### config.mk
export PLATFORM = sky130hd
export DESIGN_NAME = gpio_input_conditioner
export DESIGN_NICKNAME = d
export VERILOG_FILES = /design/src/rtl/gpio_cond_pkg.sv /design/src/rtl/debounce_channel.sv /design/src/rtl/gpio_input_conditioner.sv
export SDC_FILE = /design/constraint.sdc
export NUM_CORES = 1
export LEC_CHECK = 0
export CORE_AREA = 8 8 83 104
export DETAILED_ROUTE_END_ITERATION = 8
export DIE_AREA = 0 0 91 112
export DONT_BUFFER_PORTS = 1
export GPL_TIMING_DRIVEN = 0
export PLACE_DENSITY = 0.73
export SYNTH_ARGS = -nofsm -noshare
export SYNTH_HDL_FRONTEND = slang
export SYNTH_SLANG_ARGS = --single-unit
### constraint.sdc
create_clock -name io_mainClk -period 2.6 [get_ports io_mainClk]
set_clock_uncertainty 0.05 [all_clocks]
set_input_delay 0.26 -clock io_mainClk [delete_from_list [all_inputs] [get_ports io_mainClk]]
set_output_delay 0.26 -clock io_mainClk [all_outputs]
set_load 0.005 [all_outputs]
### src/rtl/gpio_cond_pkg.sv
// Shared constants and helpers for the GPIO switch input conditioner.
package gpio_cond_pkg;

    localparam int DEFAULT_TICK_DIV     = 100000;
    localparam int DEFAULT_STABLE_TICKS = 10;

    // Width of a per-bit debounce counter that must hold 0..stable_ticks.
    function automatic int cnt_width(input int stable_ticks);
        return $clog2(stable_ticks + 1);
    endfunction

endpackage

### src/rtl/debounce_channel.sv
// One switch bit: two-flop synchronizer followed by a tick-qualified debounce filter.
// 'accept' is the combinational next-state of 'change'. The top level uses it so
// that event_pending updates in the same clock edge as sw_stable.
module debounce_channel
    import gpio_cond_pkg::*;
#(
    parameter int   STABLE_TICKS = DEFAULT_STABLE_TICKS,
    parameter logic RESET_BIT    = 1'b0
) (
    input  logic gclk,
    input  logic grst_n,
    input  logic raw,
    input  logic tick,
    output logic accept,
    output logic stable,
    output logic change
);

    localparam int             CW       = cnt_width(STABLE_TICKS);
    localparam logic [CW-1:0]  CNT_LAST = CW'(STABLE_TICKS - 1);

    logic [1:0]    sync_q;
    logic [CW-1:0] cnt;
    logic          differ;

    assign differ = (sync_q[1] != stable);
    assign accept = tick && differ && (cnt == CNT_LAST);

    // Metastability guard: shift the raw pin through two flops.
    always_ff @(posedge gclk or negedge grst_n) begin
        if (!grst_n) sync_q <= {2{RESET_BIT}};
        else         sync_q <= {sync_q[0], raw};
    end

    // Accept a new level only after STABLE_TICKS ticks of unbroken disagreement.
    always_ff @(posedge gclk or negedge grst_n) begin
        if (!grst_n) begin
            cnt    <= '0;
            stable <= RESET_BIT;
            change <= 1'b0;
        end else begin
            change <= accept;
            if (!differ) begin
                cnt <= '0;
            end else if (accept) begin
                stable <= sync_q[1];
                cnt    <= '0;
            end else if (tick) begin
                cnt <= cnt + CW'(1);
            end
        end
    end

endmodule

### src/rtl/gpio_input_conditioner.sv
// Switch input conditioner: shared tick prescaler, per-bit debounce channels,
// sticky W1C event flags and a masked, registered interrupt.
module gpio_input_conditioner
    import gpio_cond_pkg::*;
#(
    parameter int               WIDTH        = 8,
    parameter int               TICK_DIV     = DEFAULT_TICK_DIV,
    parameter int               STABLE_TICKS = DEFAULT_STABLE_TICKS,
    parameter logic [WIDTH-1:0] RESET_VALUE  = '0
) (
    input  logic             io_mainClk,
    input  logic             io_asyncReset_n,
    input  logic [WIDTH-1:0] sw_raw,
    output logic [WIDTH-1:0] sw_stable,
    output logic [WIDTH-1:0] sw_change,
    output logic [WIDTH-1:0] event_pending,
    input  logic [WIDTH-1:0] event_clear,
    input  logic [WIDTH-1:0] irq_mask,
    output logic             irq
);

    localparam int            PW        = (TICK_DIV > 1) ? $clog2(TICK_DIV) : 1;
    localparam logic [PW-1:0] PRE_LAST  = PW'(TICK_DIV - 1);

    logic [PW-1:0]    pre_cnt;
    logic             tick;
    logic [WIDTH-1:0] accept;
    logic [WIDTH-1:0] pend_nxt;

    // With TICK_DIV = 1 the counter sits at 0 == PRE_LAST, so tick is constant 1.
    assign tick = (pre_cnt == PRE_LAST);

    // Free-running prescaler, wraps after TICK_DIV cycles.
    always_ff @(posedge io_mainClk or negedge io_asyncReset_n) begin
        if (!io_asyncReset_n) pre_cnt <= '0;
        else if (tick)        pre_cnt <= '0;
        else                  pre_cnt <= pre_cnt + PW'(1);
    end

    for (genvar i = 0; i < WIDTH; i++) begin : g_ch
        debounce_channel #(
            .STABLE_TICKS (STABLE_TICKS),
            .RESET_BIT    (RESET_VALUE[i])
        ) u_ch (
            .gclk   (io_mainClk),
            .grst_n (io_asyncReset_n),
            .raw    (sw_raw[i]),
            .tick   (tick),
            .accept (accept[i]),
            .stable (sw_stable[i]),
            .change (sw_change[i])
        );
    end

    // A new event in the same cycle as a clear wins, so no edge is ever lost.
    always_comb begin
        pend_nxt = (event_pending & ~event_clear) | accept;
    end

    // Sticky flags and interrupt, both taken from the next-state flags.
    always_ff @(posedge io_mainClk or negedge io_asyncReset_n) begin
        if (!io_asyncReset_n) begin
            event_pending <= '0;
            irq           <= 1'b0;
        end else begin
            event_pending <= pend_nxt;
            irq           <= |(pend_nxt & irq_mask);
        end
    end

endmodule

### After elaboration in Yosys (flattened, before gate mapping)

Index checks and enable logic that the tools add are counted.

| word-level totals | value |
|---|---|
| output and inout bits | 25 |
| bits in registers | 90 |
| logic and storage cells | 123 |
| bits of input ports | 26 |

| cells by class | value |
|---|---|
| reduce and logical (&&, ||, !) cells | 25 |
| add/sub/neg operators | 9 |
| multiplexer cells | 25 |
| eq/ne operators | 25 |
| bitwise operators | 4 |

Operator list:

| kind | count |
|---|---|
| 4-bit two-way mux | 24 |
| 4-bit by 1-bit adder with 4-bit output (second input constant) | 8 |
| 4-bit == test (second input constant) | 8 |
| 3-bit by 2-bit inequality test with 1-bit output (second input constant) | 7 |
| 17-bit by 1-bit adder with 17-bit output (second input constant) | 1 |
| 17-bit == test (second input constant) | 1 |
| 17-bit two-way mux | 1 |
| 8-bit bitwise AND | 2 |
| 1-bit logical AND | 16 |
| 2-bit AND reduction | 8 |
| 1-bit inequality test | 8 |
| 8-bit NOT | 1 |
| 8-bit bitwise OR | 1 |
| 8-bit OR reduction | 1 |
| 3-bit by 1-bit inequality test with 1-bit output (second input constant) | 1 |

### Depth between registers and ports, before layout

Gate-level depths: netlist of run 1.

| logic depth | value |
|---|---|
| depth in word-level cells | 6 |
| gate-level depth with buffers | 7 |
| gate-level depth less buffers | 6 |

### Hierarchy

Synthesis of run 1 repeated with hierarchy kept, for this count alone.

| unflattened totals | value |
|---|---|
| cells, all modules | 360 |
| area, all modules | 4122.7 sq um |

By module, submodules not included:

| module | cells an instance | seq. area each (sq um) | area each (sq um) | times used |
|---|---|---|---|---|
| debounce_channel | 32 | 200.2 | 367.9 | 8 |
| gpio_input_conditioner | 104 | 650.6 | 1179.9 | 1 |

### Worst setup path before layout of run 1

OpenSTA, ideal clock, no wires.

| timing | value |
|---|---|
| path type | register to register |
| start point | reg pre_cnt[11] |
| end point | reg g_ch[0].u_ch.cnt[3] |
| arrival | 2136 ps |
| library setup time | 82 ps |
| buffers on the path | 1 |
| cell stages (with the launch flop) | 6 |
| period minus slack after synthesis | 2268 ps |
| required time | 2468 ps |
| setup slack | 332 ps |
| cells stage by stage | dfrtp_1 > or4_4 > or4_1 > buf_2 > or4b_1 > a31oi_1 |

| between the ends | value |
|---|---|
| cells in the longest elaborated chain, start to end | 5 |
| elaborated cells on any way between the ends | 6 |
| classes of those cells | eq/ne: 2; mux: 2; reduce/logical: 2 |

RTL lines:

| what | line | text |
|---|---|---|
| start: declaration | gpio_input_conditioner.sv:25 | `logic [PW-1:0] pre_cnt;` |
| start signal: assignment | gpio_input_conditioner.sv:37 | `else pre_cnt <= pre_cnt + PW'(1);` |
| 17-bit == test * | gpio_input_conditioner.sv:31 | `assign tick = (pre_cnt == PRE_LAST);` |
| 1-bit logical AND (2 in a row) | debounce_channel.sv:27 | `assign accept = tick && differ && (cnt == CNT_LAST);` |
| 4-bit two-way mux | debounce_channel.sv:45 | `end else if (accept) begin` |
| 4-bit two-way mux | debounce_channel.sv:43 | `if (!differ) begin` |
| end signal: assignment | debounce_channel.sv:49 | `cnt <= cnt + CW'(1);` |
| end: declaration | debounce_channel.sv:23 | `logic [CW-1:0] cnt;` |

Every way passes the cells marked *; elsewhere a longest branch is shown, timed or not.
A chain may end at the register's enable or synchronous reset.

### Worst setup path in the final report of run 1

| timing | value |
|---|---|
| start point | reg pre_cnt[11] |
| end point | reg g_ch[0].u_ch.cnt[0] |

The elaborated chain is that of the path after synthesis.

==> flow_summary.yaml, run 1 <==
status:
  status: "finished, final reports clean"
critical_path:
  rrSetupSlack_ps: 100
  critPathArrivalTime_ps: 2730
  r2r_start: "pre_cnt[11]"
  critPathMaxFanout: 10
  r2r_end: "g_ch[0].u_ch.cnt[0]"
  reg2reg_depth: 6
  path_class: "flip-flop to flip-flop"
  endpoint_kind: "flip-flop"
  crit_path_start_kind: "flip-flop"
  required_ps: 2830
logic_synthesis:
  synth-edff-count: 0
  async_flop_share_pct: 100
  ys.flop_type: "dfrtp_1"
  avgSynthCellArea_sq_um: 10.6
  yosys.area.top_type: "dfrtp_1"
  ys_types: 43
  synth-adder-area-share_pct: 4.96
  synth_simple_gate_area_share_pct: 20.6
  synthTopCellsByArea: "dfrtp_1 (53%), ha_1 (5.0%), nand2_1 (3.8%), xnor2_1 (3.5%), a21oi_1 (3.3%)"
  synth_area_sq_mm: 0.00429
  seq_area_frac_synth_pct: 52.5
  synth_nets: 449
  ys_ff_latch: 90
  synth_top_family_by_area: "simple AND/OR/NAND/NOR gates"
  synthCells: 406
  synth_xor_area_share_pct: 3.88
  synth.area.mux_share_pct: 2.34
  synth_compound_area_share_pct: 9.72
  ys.warnings.count: 0
  synth_top_area_share_pct: 52.5
grt:
  grt_first_pass_wirelength_um: 16000
  track_usage_pct: 19.5
  grt_max_degree: 91
  grt_antenna_before_repair: 0
  grt_overflow_total: 0
  grt_pass1_vias: 3290
clock_network:
  h-tree-depth: 3
  clk_pin_slew_ps: 90
  cts_max_path_buffers: 2
  root_buffer: "clkbuf_8"
  numCtsBuffers: 9
  cts_tree: "done"
  cts_num_sinks: 90
  clk_latency_ps: 360
cells_and_area:
  finish.utilization_pct: 67.8
  final_common_cell: "dfrtp_1"
  final_cell_mix: "dfrtp_1 (89), nand2_1 (43), a21oi_1 (28)"
  diodes: 0
  regArea_sq_mm: 0.00225
  finalNetCount: 482
  syn2layout_area_growth_pct: 12.2
  layout-drive-gt1-share_pct: 12.0
  multi_input_area_sq_mm: 0.00180
  fillCellCount: 550
detailed_routing:
  drt-initial-drc-count: 223
  routedWlPerCell_um: 17.7
  vias: 3205
  final_antenna_net_count: 0
  drc: 0
  vias_per_cell: 6.00
  drt_pass1_iterations: 6
  drt_wl_total_um: 9470
floorplan:
  initial_core_util_pct: 60.4
  die_height_um: 112
  dieArea_sq_mm: 0.0102
  io-pin-count: 51
  die_w_um: 91
  rows: 35
  coreArea_sq_mm: 0.00709
sta:
  fin_crit_sh_pct: 96.0
  tightest_slew_ps: 681
  relSlewSlack_pct: 54.3
  drv_slew: 0
  rsz0062_at_grt: "no"
  setup_viol: 0
  hold_viol: 0
  period_needed_ps: 2500
  finalSetupTns_ps: 0
  fmax_ghz: 0.400
  holdWs_ps: 208
power:
  p_leak_nw: 2.01
  powerDensity_mw_per_mm2: 482
  ir_drop_v: 0.000384
job:
  maxCapViolCount: 0
placement:
  port_buffers: 0
  gp_congestion: 0.829
  dpl.hpwl_um: 6440
hold_path:
  worstHoldStart: "irq_mask[2]"
  hold_path_class: "input pin to flip-flop"
  hold_path_end: "irq"
  min_path_cells: 4
metal layers:
layer	wire length [um]	vias up	share of wire, %	GRT usage [%]
met4	243	0	2.6	7.78
met1	3770	1576	40	23.7
met5	0	-	0	0
met3	626	18	6.6	4.91
met2	4830	106	51	32.3
li1	-	1505	-	-
worst max-delay path, cell delays in order, from the launching register on:
cell and delay (ps):
dfrtp_2 450, or4_4 570, or4_1 420, buf_2 210, clkbuf_4 220, or3_1 360
a21oi_1 150
worst max path at each step:
stage | depth (start not counted) | endpoint | from
after floorplan | 5 | g_ch[0].u_ch.cnt[3] | pre_cnt[11]
after global placement | 5 | g_ch[0].u_ch.cnt[2] | pre_cnt[11]
after detailed placement | 5 | g_ch[3].u_ch.cnt[2] | pre_cnt[11]
after CTS | 6 | irq | pre_cnt[0]
after global routing | 6 | g_ch[0].u_ch.cnt[0] | pre_cnt[11]
final | 6 | g_ch[0].u_ch.cnt[0] | pre_cnt[11]
layout make-up:
cell class	count	area share [%]
Buffer	24	3.28
Clock buffer	11	2.94
Clock inverter	3	0.364
Inverter	27	2.11
Multi-Input combinational cell	265	37.3
Sequential cell	90	46.9
Tap cell	92	2.39
Timing Repair Buffer	22	4.73
power by group:
part / switching [mW] / internal, mW / total [mW]
Clock: 0.467 / 0.360 / 0.827
Sequential: 0.00608 / 1.41 / 1.42
Combinational: 0.0448 / 0.0285 / 0.0733
cells in the mapped netlist (3+ instances only):
master,number
nand4_1,5
o22ai_1,10
a41oi_1,4
nand3_1,11
nand4b_1,11
buf_4,16
mux2_2,8
nor3_1,5
or4_1,7
nand3b_1,10
and3b_1,3
o21ai_0,12
dfrtp_1,90
inv_1,27
xnor2_1,17
a21oi_1,28
ha_1,17
nor4_1,5
nor2_1,14
clkbuf_1,6
and4_1,4
nand2_1,43
a311oi_1,4
o21a_1,3
or3_1,18
through the flow:
stage	worst slack, ps	cells	area, sq um	power, mW
2_1_floorplan	332	406	4290	1.46
3_3_place_gp	-263	498	4400	1.47
3_5_place_dp	-362	498	4400	1.47
4_1_cts	25.4	531	4780	2.33
5_1_grt	4.49	534	4810	2.40
6_report	103	534	4810	2.32
timing repair:
action	4_1_cts	5_1_grt
endpoints found under the hold margin	106	0
pin swaps	1	1
hold buffers	18	0
resized for setup	3	5
setup buffers	1	3
setup endpoints to repair	37	23
cell families (layout without fill, tap and decap cells):
group           after synthesis  in the layout
simple gates                151            151
flops                        90             90
compound gates               69             69
buf+inv                      51             87
xor+xnor                     19             19
fa+ha+maj                    17             17
mux                           9              9
sequential cells by signal (all words and copies together) (netlist names):
register	flops
g_ch.u_ch.cnt	32
pre_cnt	17
g_ch.u_ch.sync_q	16
event_pending	8
g_ch.u_ch.change	8
g_ch.u_ch.stable	8
irq	1
Power figures use the tool's default switching activity.
==> run 2: changes to the inputs <==
--- a/config.mk
+++ b/config.mk
@@ -5,12 +5,14 @@
 export SDC_FILE = /design/constraint.sdc
 export NUM_CORES = 1
 export LEC_CHECK = 0
-export CORE_AREA = 8 8 83 104
+export CELL_PAD_IN_SITES_DETAIL_PLACEMENT = 1
+export CELL_PAD_IN_SITES_GLOBAL_PLACEMENT = 1
+export CORE_AREA = 8 8 92 115
 export DETAILED_ROUTE_END_ITERATION = 8
-export DIE_AREA = 0 0 91 112
+export DIE_AREA = 0 0 100 123
 export DONT_BUFFER_PORTS = 1
 export GPL_TIMING_DRIVEN = 0
-export PLACE_DENSITY = 0.73
+export PLACE_DENSITY = 0.74
 export SYNTH_ARGS = -nofsm -noshare
 export SYNTH_HDL_FRONTEND = slang
 export SYNTH_SLANG_ARGS = --single-unit
==> flow_summary.yaml, run 2 (synthesis gave the netlist of run 1 again) <==
status:
  status: "finished, final reports clean"
detailed_routing:
  final_antenna_net_count: 0
  drt_pass1_iterations: 4
  drt-initial-drc-count: 142
  vias_per_cell: 5.72
  routedWlPerCell_um: 19.0
  drc: 0
  drt_wl_total_um: 10700
  vias: 3224
sta:
  fin_crit_sh_pct: 96.4
  relSlewSlack_pct: 54.8
  rsz0062_at_grt: "no"
  setup_ws_ps: 92.9
  drv_slew: 0
  period_needed_ps: 2510
  holdWs_ps: 190
  hold_viol: 0
  fmax_ghz: 0.399
  tightest_slew_ps: 673
  setup_viol: 0
power:
  ir_drop_v: 0.000326
  powerDensity_mw_per_mm2: 556
  p_leak_nw: 2.07
clock_network:
  cts_num_sinks: 90
  h-tree-depth: 3
  numCtsBuffers: 9
  cts_tree: "done"
  cts_max_path_buffers: 2
  clk_pin_slew_ps: 70
  clk_latency_ps: 340
  root_buffer: "clkbuf_16"
hold_path:
  hold_path_class: "input pin to flip-flop"
floorplan:
  coreArea_sq_mm: 0.00888
  die_w_um: 100
  io-pin-count: 51
  dieArea_sq_mm: 0.0123
  initial_core_util_pct: 48.3
  die_height_um: 123
  rows: 39
grt:
  grt_max_degree: 91
  track_usage_pct: 18.5
  grt_first_pass_wirelength_um: 17600
  grt_overflow_total: 0
  grt_antenna_before_repair: 0
  grt_pass1_vias: 3438
critical_path:
  endpoint_kind: "flip-flop"
  required_ps: 2820
  cpPeakStageDelay_ps: 590
  crit_family: "simple AND/OR/NAND/NOR gates"
  path_class: "flip-flop to flip-flop"
  path_buf_inv: 2
  cp_slowest_cell: "or4_4"
  worstPathCellList: "or4_4 -> or4_1 -> buf_2 -> buf_4 -> or3_1 -> a21oi_1"
  critPathMaxFanout: 10
  crit_path_start_kind: "flip-flop"
  critPathArrivalTime_ps: 2720
cells_and_area:
  diodes: 0
  stdcell_count: 564
  multi_input_area_sq_mm: 0.00179
  largest_reg_flops: 32
  final_common_cell: "dfrtp_1"
  regArea_sq_mm: 0.00225
  stdcell_area_sq_mm: 0.00496
  syn2layout_area_growth_pct: 15.7
  reg_top3: "g_ch.u_ch.cnt x32, pre_cnt x17, g_ch.u_ch.sync_q x16"
  fillCellCount: 971
  finalNetCount: 479
  largest-register: "g_ch.u_ch.cnt"
  layout-drive-gt1-share_pct: 11.8
  final_cell_mix: "dfrtp_1 (90), nand2_1 (43), a21oi_1 (28)"
placement:
  place_area_sq_mm: 0.00444
  dpl.hpwl_um: 7310
  placed_cells: 529
  dp_slack_ps: -450
  gp_congestion: 0.773
  port_buffers: 0
job:
  maxCapViolCount: 0
## run 2: repair_timing
| item | in CTS | in global routing |
|---|---|---|
| setup endpoints to repair | 37 | 22 |
| endpoints found under the hold margin | 106 | 0 |
| gates cloned | 0 | 0 |
| buffers inserted | 1 | 1 |
| hold buffers | 18 | 0 |
| resized for setup | 4 | 3 |
| pin swaps | 2 | 1 |
## run 2: metrics by stage
| stage | setup TNS [ps] | total power, mW | util (%) |
|---|---|---|---|
| after CTS | 0 | 2.79 | 55.8 |
| after global routing | 0 | 2.86 | 55.8 |
| after global placement | -4190 | 1.47 | 50.0 |
| after detailed placement | -5900 | 1.47 | 50.0 |
| final | 0 | 2.76 | 55.8 |
| after floorplan | 0 | 1.46 | - |
## run 2: per-layer routing
layer / track usage [%] / vias up / wire length, um
met4: 8.82 / 0 / 209
li1: - / 1504 / -
met2: 33.1 / 54 / 5770
met5: 0 / - / 0
met3: 3.44 / 15 / 467
met1: 21.0 / 1651 / 4260
## run 2: area by class of cell
cell class | count | share of cell area [%]
Buffer | 23 | 3.10
Timing Repair Buffer | 20 | 4.29
Multi-Input combinational cell | 265 | 36.2
Sequential cell | 90 | 45.4
Tap cell | 123 | 3.10
Clock inverter | 4 | 0.505
Inverter | 27 | 2.04
Clock buffer | 12 | 5.37
## run 2: final timing paths
check | startpoint | to | slack, ps | depth (start not counted)
setup / recovery | pre_cnt[11] | g_ch[0].u_ch.cnt[0] | 90 | 6
hold / removal | irq_mask[0] | irq | 190 | 4
setup reg to reg | pre_cnt[11] | g_ch[0].u_ch.cnt[0] | 90 | 6
hold reg to reg | g_ch[6].u_ch.sync_q[0] | g_ch[6].u_ch.sync_q[1] | 300 | 0
max in group asynchronous | io_asyncReset_n | g_ch[5].u_ch.cnt[0] | 1690 | 2
min in group asynchronous | io_asyncReset_n | g_ch[6].u_ch.cnt[1] | 450 | 2
## run 2: worst min-delay path, cell delays in order
cell	delay (ps)
nand3b_1	60
nand4_1	100
nor2_1	50
o21ai_0	70
## run 2: report_power, final
part / internal, mW / switching [mW] / total [mW]
registers: 1.41 / 0.00561 / 1.42
clock network: 0.723 / 0.540 / 1.26
logic: 0.0285 / 0.0462 / 0.0746
==> run 3: changes to the inputs <==
--- a/config.mk
+++ b/config.mk
@@ -13,6 +13,7 @@
 export DONT_BUFFER_PORTS = 1
 export GPL_TIMING_DRIVEN = 0
 export PLACE_DENSITY = 0.74
+export SLEW_MARGIN = 10
 export SYNTH_ARGS = -nofsm -noshare
 export SYNTH_HDL_FRONTEND = slang
 export SYNTH_SLANG_ARGS = --single-unit
==> results of run 3 <==
The final DEF is identical to that of run 2; final timing and power are the same.
